==> config.mk <==
export PLATFORM = sky130hd
export DESIGN_NAME = sync_fifo
export DESIGN_NICKNAME = d
export VERILOG_FILES = /design/src/rtl/sync_fifo.sv
export SDC_FILE = /design/constraint.sdc
export NUM_CORES = 1
export LEC_CHECK = 0
export CORE_ASPECT_RATIO = 1.75
export CORE_MARGIN = 3
export CORE_UTILIZATION = 51
export DETAILED_ROUTE_END_ITERATION = 12
export PLACE_DENSITY_LB_ADDON = 0.3
export SETUP_SLACK_MARGIN = 0.02
export SLEW_MARGIN = 5
export SYNTH_ARGS = -nofsm -noshare
export SYNTH_HDL_FRONTEND = slang
export SYNTH_SLANG_ARGS = --single-unit
==> constraint.sdc <==
create_clock -name clk -period 4.7 [get_ports clk]
set_input_delay 0.94 -clock clk [delete_from_list [all_inputs] [get_ports clk]]
set_output_delay 0.94 -clock clk [all_outputs]
set_load 0.02 [all_outputs]
==> src/rtl/sync_fifo.sv <==
// sync_fifo: single-clock first-in/first-out buffer for decoupling producer
// and consumer logic within one clock domain.
//
// Parameters:
//   BUS_WIDTH  - data word width in bits
//   DEPTH_LOG2 - log2 of storage depth (depth = 2**DEPTH_LOG2 words)
//
// Ports:
//   clk       - clock, all state updates on the rising edge
//   rst_n     - synchronous active-low reset
//   datain    - write data, sampled on an accepted write
//   wr        - write request (accepted when not full)
//   rd        - read request (accepted when not empty)
//   dataout   - registered read data, holds when no read is accepted
//   full      - occupancy == depth
//   empty_n   - occupancy != 0
//   overflow  - sticky: write attempted while full   (SYNC_FIFO_ERR_EN only)
//   underflow - sticky: read attempted while empty   (SYNC_FIFO_ERR_EN only)
//
// Build option: define SYNC_FIFO_ERR_EN to add the overflow/underflow flags.

module sync_fifo #(
  parameter int unsigned BUS_WIDTH  = 16,
  parameter int unsigned DEPTH_LOG2 = 2
) (
  input  logic                 clk,
  input  logic                 rst_n,
  input  logic [BUS_WIDTH-1:0] datain,
  input  logic                 wr,
  input  logic                 rd,
  output logic [BUS_WIDTH-1:0] dataout,
  output logic                 full,
`ifdef SYNC_FIFO_ERR_EN
  output logic                 empty_n,
  output logic                 overflow,
  output logic                 underflow
`else
  output logic                 empty_n
`endif
);

  localparam int unsigned DEPTH = 1 << DEPTH_LOG2;
  // Count value at which the buffer is full: MSB set, rest clear.
  localparam logic [DEPTH_LOG2:0] C_FULL = {1'b1, {DEPTH_LOG2{1'b0}}};

  logic [BUS_WIDTH-1:0]  r_mem [DEPTH];
  logic [DEPTH_LOG2-1:0] r_wr_ptr;
  logic [DEPTH_LOG2-1:0] r_rd_ptr;
  logic [DEPTH_LOG2:0]   r_count;
  logic [BUS_WIDTH-1:0]  r_dataout;

  logic w_full;
  logic w_empty_n;
  logic w_wr_acc;
  logic w_rd_acc;

  // Flags decode the registered count only, so admission never depends on
  // same-cycle activity: no write into a full buffer even if a read is
  // accepted, no read-through of a word being written into an empty one.
  assign w_full    = (r_count == C_FULL);
  assign w_empty_n = (r_count != '0);
  assign w_wr_acc  = wr && !w_full;
  assign w_rd_acc  = rd && w_empty_n;

  assign full    = w_full;
  assign empty_n = w_empty_n;
  assign dataout = r_dataout;

  // Storage is intentionally not reset.
  always_ff @(posedge clk) begin
    if (rst_n && w_wr_acc) begin
      r_mem[r_wr_ptr] <= datain;
    end
  end

  always_ff @(posedge clk) begin
    if (!rst_n) begin
      r_wr_ptr  <= '0;
      r_rd_ptr  <= '0;
      r_count   <= '0;
      r_dataout <= '0;
    end else begin
      if (w_wr_acc) begin
        r_wr_ptr <= r_wr_ptr + DEPTH_LOG2'(1);
      end
      if (w_rd_acc) begin
        r_rd_ptr  <= r_rd_ptr + DEPTH_LOG2'(1);
        r_dataout <= r_mem[r_rd_ptr];
      end
      case ({w_wr_acc, w_rd_acc})
        2'b10:   r_count <= r_count + (DEPTH_LOG2 + 1)'(1);
        2'b01:   r_count <= r_count - (DEPTH_LOG2 + 1)'(1);
        default: r_count <= r_count;
      endcase
    end
  end

`ifdef SYNC_FIFO_ERR_EN
  logic r_overflow;
  logic r_underflow;

  always_ff @(posedge clk) begin
    if (!rst_n) begin
      r_overflow  <= 1'b0;
      r_underflow <= 1'b0;
    end else begin
      if (wr && w_full) begin
        r_overflow <= 1'b1;
      end
      if (rd && !w_empty_n) begin
        r_underflow <= 1'b1;
      end
    end
  end

  assign overflow  = r_overflow;
  assign underflow = r_underflow;
`endif

endmodule

# Word-level counts from Yosys, hierarchy flattened
# Memories as Yosys holds them, arrays and structs flattened. A register that Yosys moved wholly into a read port is not among the register bits.
# Index checks and enable logic that the tools add are counted.
[totals]
regBits = 7
ram_bits = 64
in_bits = 20
output_inout_bits = 18
word_cells = 21
n_memories = 1
[op_classes]
n_addsub = 4
n_eq_ne = 3
mux = 3
n_reduce_logical = 7
[memory_table]
columns = ["memory", "words", "word_bits", "read_ports", "rd_clocked_by_memory_dff", "wr", "line_no", "rtl"]
rows = [
  ["r_mem", 4, 16, 1, 1, 1, "46", "logic [BUS_WIDTH-1:0] r_mem [DEPTH];"],
]
[ops]
columns = ["operator", "count"]
rows = [
  ["case mux 3 bit (2 select lines)", 1],
  ["adder 2 x 1 -> 2 bit (second input constant)", 2],
  ["adder 3 x 1 -> 3 bit (second input constant)", 1],
  ["equality test 3 bit (second input constant)", 1],
  ["logical AND 1 bit", 3],
  ["nonzero test 3 bit", 1],
  ["subtractor 3 x 1 -> 3 bit (second input constant)", 1],
  ["equality test 2 x 1 -> 1 bit (second input constant)", 1],
  ["equality test 2 bit (second input constant)", 1],
  ["logical NOT 1 bit", 2],
  ["two-way mux 1 bit", 2],
  ["nonzero test 2 bit", 1],
]

# Logic depth before layout (Yosys ltp)
[logic_depth]
depth_word = 6
ltp_mapped = 10
mapped_depth_nobuf = 10

# Worst setup path before layout
# No wires, ideal clock.
[synth_path]
kind = "input-to-reg"
start = "in wr"
end = "reg r_count[2]"
setup_ps = 70
arrival_ps = 2261
required_ps = 4630
path_slack_ps = 2369
stages = 9
path_buffers = 0
path_cell_list = "inv_1 nor2_1 inv_1 ha_1 inv_1 fa_1 xor2_1 or3_1 a21oi_1"
[synth_between]
elab_chain_len = 3
elab_cells_between_ends = 5
[synth_lines]
columns = ["item", "line_no", "rtl"]
rows = [
  ["start, declared", "29", "input logic wr,"],
  ["logical AND 1 bit *", "62", "assign w_wr_acc = wr && !w_full;"],
  ["equality test 2 x 1 -> 1 bit / equality test 2 bit (equally long branches)", "90", "case ({w_wr_acc, w_rd_acc})"],
  ["case mux 3 bit (2 select lines) / nonzero test 2 bit (equally long branches)", "n/a", ""],
  ["end signal, assigned", "91", "2'b10: r_count <= r_count + (DEPTH_LOG2 + 1)'(1);"],
  ["end signal, assigned", "92", "2'b01: r_count <= r_count - (DEPTH_LOG2 + 1)'(1);"],
  ["end signal, assigned", "93", "default: r_count <= r_count;"],
  ["end, declared", "49", "logic [DEPTH_LOG2:0] r_count;"],
]
# Every way passes the cells marked *; elsewhere a longest branch is shown, timed or not.
# A chain may end at the register's enable or synchronous reset.

# Final worst setup path
[layout_path]
start = "reg r_count[2]"
end = "out full"
[layout_between]
elab_chain_len = 1
[layout_lines]
columns = ["item", "line_no", "rtl"]
rows = [
  ["equality test 3 bit", "60", "assign w_full = (r_count == C_FULL);"],
  ["end, declared", "32", "output logic full,"],
]
# No other way between the ends.

==> flow_summary_export.csv <==
group,metric,value,unit
timing,tns,0,ps
place,dp_hpwl,3.832,mm
grt,grt_pass1_vias,1814,
yosys,synth_nets,197,
critical_path,crit_chain,"or3b_1, inv_2, clkdlybuf4s50_1",
cts,clkTransAtPathRegs,80,ps
power_and_ir_drop,ir_drop,0.4118,mV
critical_path,crit_family,"buffers and inverters",
timing,fin_crit,2839,ps
timing,drv_slew,0,
timing,slew_headroom,41.67,%
cts,cts_buffers,9,
critical_path,max_stage_delay,600,ps
timing,rsz0062_at_grt,"false",
routing,post_drt_wl_per_cell,19.10,um
critical_path,slowest_stage,"clkdlybuf4s50_1",
die,fp.coreArea,0.006018,mm^2
finish,finalNetCount,240,
place,globalplace.congestion,0.7026,
die,fp.dieArea,0.007416,mm^2
place,port_buffers,37,
cts,htreeDepth,3,
cts,ctsHoldBuffers,0,
cts,ctsResizeCount,0,
critical_path,endpoint_kind,"output pin",
critical_path,cp.arrival,1900,ps
die,design.portCount,38,
power_and_ir_drop,leakagePower,1.316,nW
timing,setup_violations,0,
grt,antenna_found_initial,0,
routing,num_vias,1632,
finish,drive_above_1_share,19.63,%
routing,finalWirelength,5.674,mm
critical_path,cp_max_fo,6,
cts,clk_path_buf_depth,2,
yosys,seq_area_frac_synth,73.17,%
grt,grt_max_degree,18,
power_and_ir_drop,power_density,514.3,mW/mm^2
finish,area_growth,19.68,%
critical_path,worstSetupPathType,"reg2out",
flow_run,max-cap-violations,0,
cts,cts_tree,"yes",
routing,drtAntennaViolNets,0,
yosys,syn-mean-instance-area,19.04,um^2
yosys,synthCells,171,
timing,max_freq,352.3,MHz
critical_path,path_buf_inv,2,
grt,grt-ovfl-total,0,
routing,via_per_inst,5.495,
yosys,synth_area,0.003256,mm^2
yosys,ys_ff_latch,87,
yosys,synth_warnings,0,
grt,grt_pass1_wl,9.121,mm
cts,cts_setup_buffers,0,
critical_path,critPathLaunchType,"flop",
finish,n_antenna_cell,0,
finish,fill_cells,433,
finish,final_core_util,64.74,%
die,initial_utilization,54.10,%
die,die_y,111.7,um
die,num_rows,37,
die,die_x,66.40,um
hold_path,hp-class,"reg2reg",
grt,grt_use_total,17.18,%
cts,root_buffer,"clkbuf_8",
timing,tightestPinTransition,874.9,ps
outcome,status,"completed",
routing,route.detailed.drc,0,
routing,first_pass_iters,4,
timing,skew,9.807,ps
critical_path,crit_required,3760,ps
cts,clk_latency,340,ps
timing,hold_viol,0,
routing,drt_iter0_markers,65,
timing,min_period_over_period,60.40,%
cts,clkSinkCount,87,
yosys,synth_cell_type_count,26,
==> sequential cells by signal, indices dropped and copies added, names as in the netlist <==
signal and cells:
r_mem 64, dataout 16, r_rd_ptr 2, r_wr_ptr 2, r_count 3
==> cell usage after synthesis <==
cell	n	share of area [%]
a22o_2	6	1.8
a21oi_1	4	0.61
o21ai_0	2	0.31
buf_2	1	0.15
ha_1	5	1.9
a21oi_4	1	0.50
o21ai_1	1	0.15
inv_1	8	0.92
fa_1	1	0.61
mux4_2	16	11
inv_2	2	0.23
or3_4	1	0.35
nor2_1	7	0.81
nand3_1	2	0.31
buf_4	1	0.23
a22o_1	10	2.7
buf_6	3	1.0
edfxtp_1	64	59
or3_1	1	0.19
o311ai_0	1	0.27
dfxtp_1	23	14
clkbuf_1	1	0.12
and3_1	4	0.77
xor2_1	4	1.1
or3b_1	1	0.27
o31ai_2	1	0.38
==> placed cells by master, fill, tap and decap left out, drive strengths merged <==
cell type,n
clkdlybuf4s50,37
mux4,16
a22o,16
dfxtp,23
o31ai,1
ha,5
or3b,1
o311ai,1
clkbuf,10
xor2,4
fa,1
a21oi,5
clkinvlp,1
buf,1
bufinv,2
and3,4
or3,2
nand3,2
o21ai,3
clkinv,3
inv,10
nor2,7
edfxtp,64
==> per-stage QoR <==
step | setup WS [ps] | power [mW] | cells | instance area, um^2 | hold slack (ps)
after floorplan | 2369 | 1.319 | 171 | 3256 | 483.7
after global placement | 1793 | 1.457 | 281 | 3681 | 460.1
after detailed placement | 1627 | 1.488 | 281 | 3681 | 464.6
after CTS | 1855 | 2.020 | 297 | 3894 | 491.0
after global routing | 1801 | 2.091 | 297 | 3896 | 502.9
final | 1861 | 2.004 | 297 | 3896 | 488.9
==> per-layer routing <==
metal	global-route usage [%]	wire [um]	up-vias
met3	5.045	200	8
met1	19.09	2214	825
met2	29.46	3161	38
met5	0	0	-
li1	-	-	761
met4	7.870	97	0
==> layout make-up <==
type                    instances  area, um^2  share of cell area [%]
clock buffers                  10       127.6                   3.276
clock inverters                 6       85.08                   2.184
inverters                      10       37.54                  0.9634
multi-input cells              68       788.3                   20.23
flip-flops and latches         87        2382                   61.14
well taps                      78       97.59                   2.505
repair buffers                 38       377.9                   9.698
==> cell families (layout without fill, tap and decap cells) <==
logic type	after synthesis	count (layout)	share of synthesized area, %
DFF	87	87	73.17
xor gates and xnor gates	4	4	1.076
buffers and inverters	16	64	2.690
muxes	16	16	11.07
adders and majority gates	6	6	2.537
and+or+nand+nor	16	16	2.690
AOI/OAI and AO/OA	26	26	6.764
==> final timing paths <==
| check | from | endpoint | slack (ps) | cells after the start |
|---|---|---|---|---|
| max | r_count[2]$_SDFFE_PN0P_ | full | 1860 | 3 |
| min | dataout[1]$_SDFFE_PN0P_ | dataout[1]$_SDFFE_PN0P_ | 490 | 1 |
| max reg2reg | r_count[2]$_SDFFE_PN0P_ | r_count[2]$_SDFFE_PN0P_ | 2200 | 10 |
| min reg2reg | dataout[1]$_SDFFE_PN0P_ | dataout[1]$_SDFFE_PN0P_ | 490 | 1 |
==> report_power, final <==
part | switching, mW | total (mW) | internal [mW]
Clock | 0.240 | 0.538 | 0.298
Combinational | 0.227 | 0.488 | 0.261
Sequential | 0.0711 | 0.978 | 0.907
(Power assumes the default switching activity.)
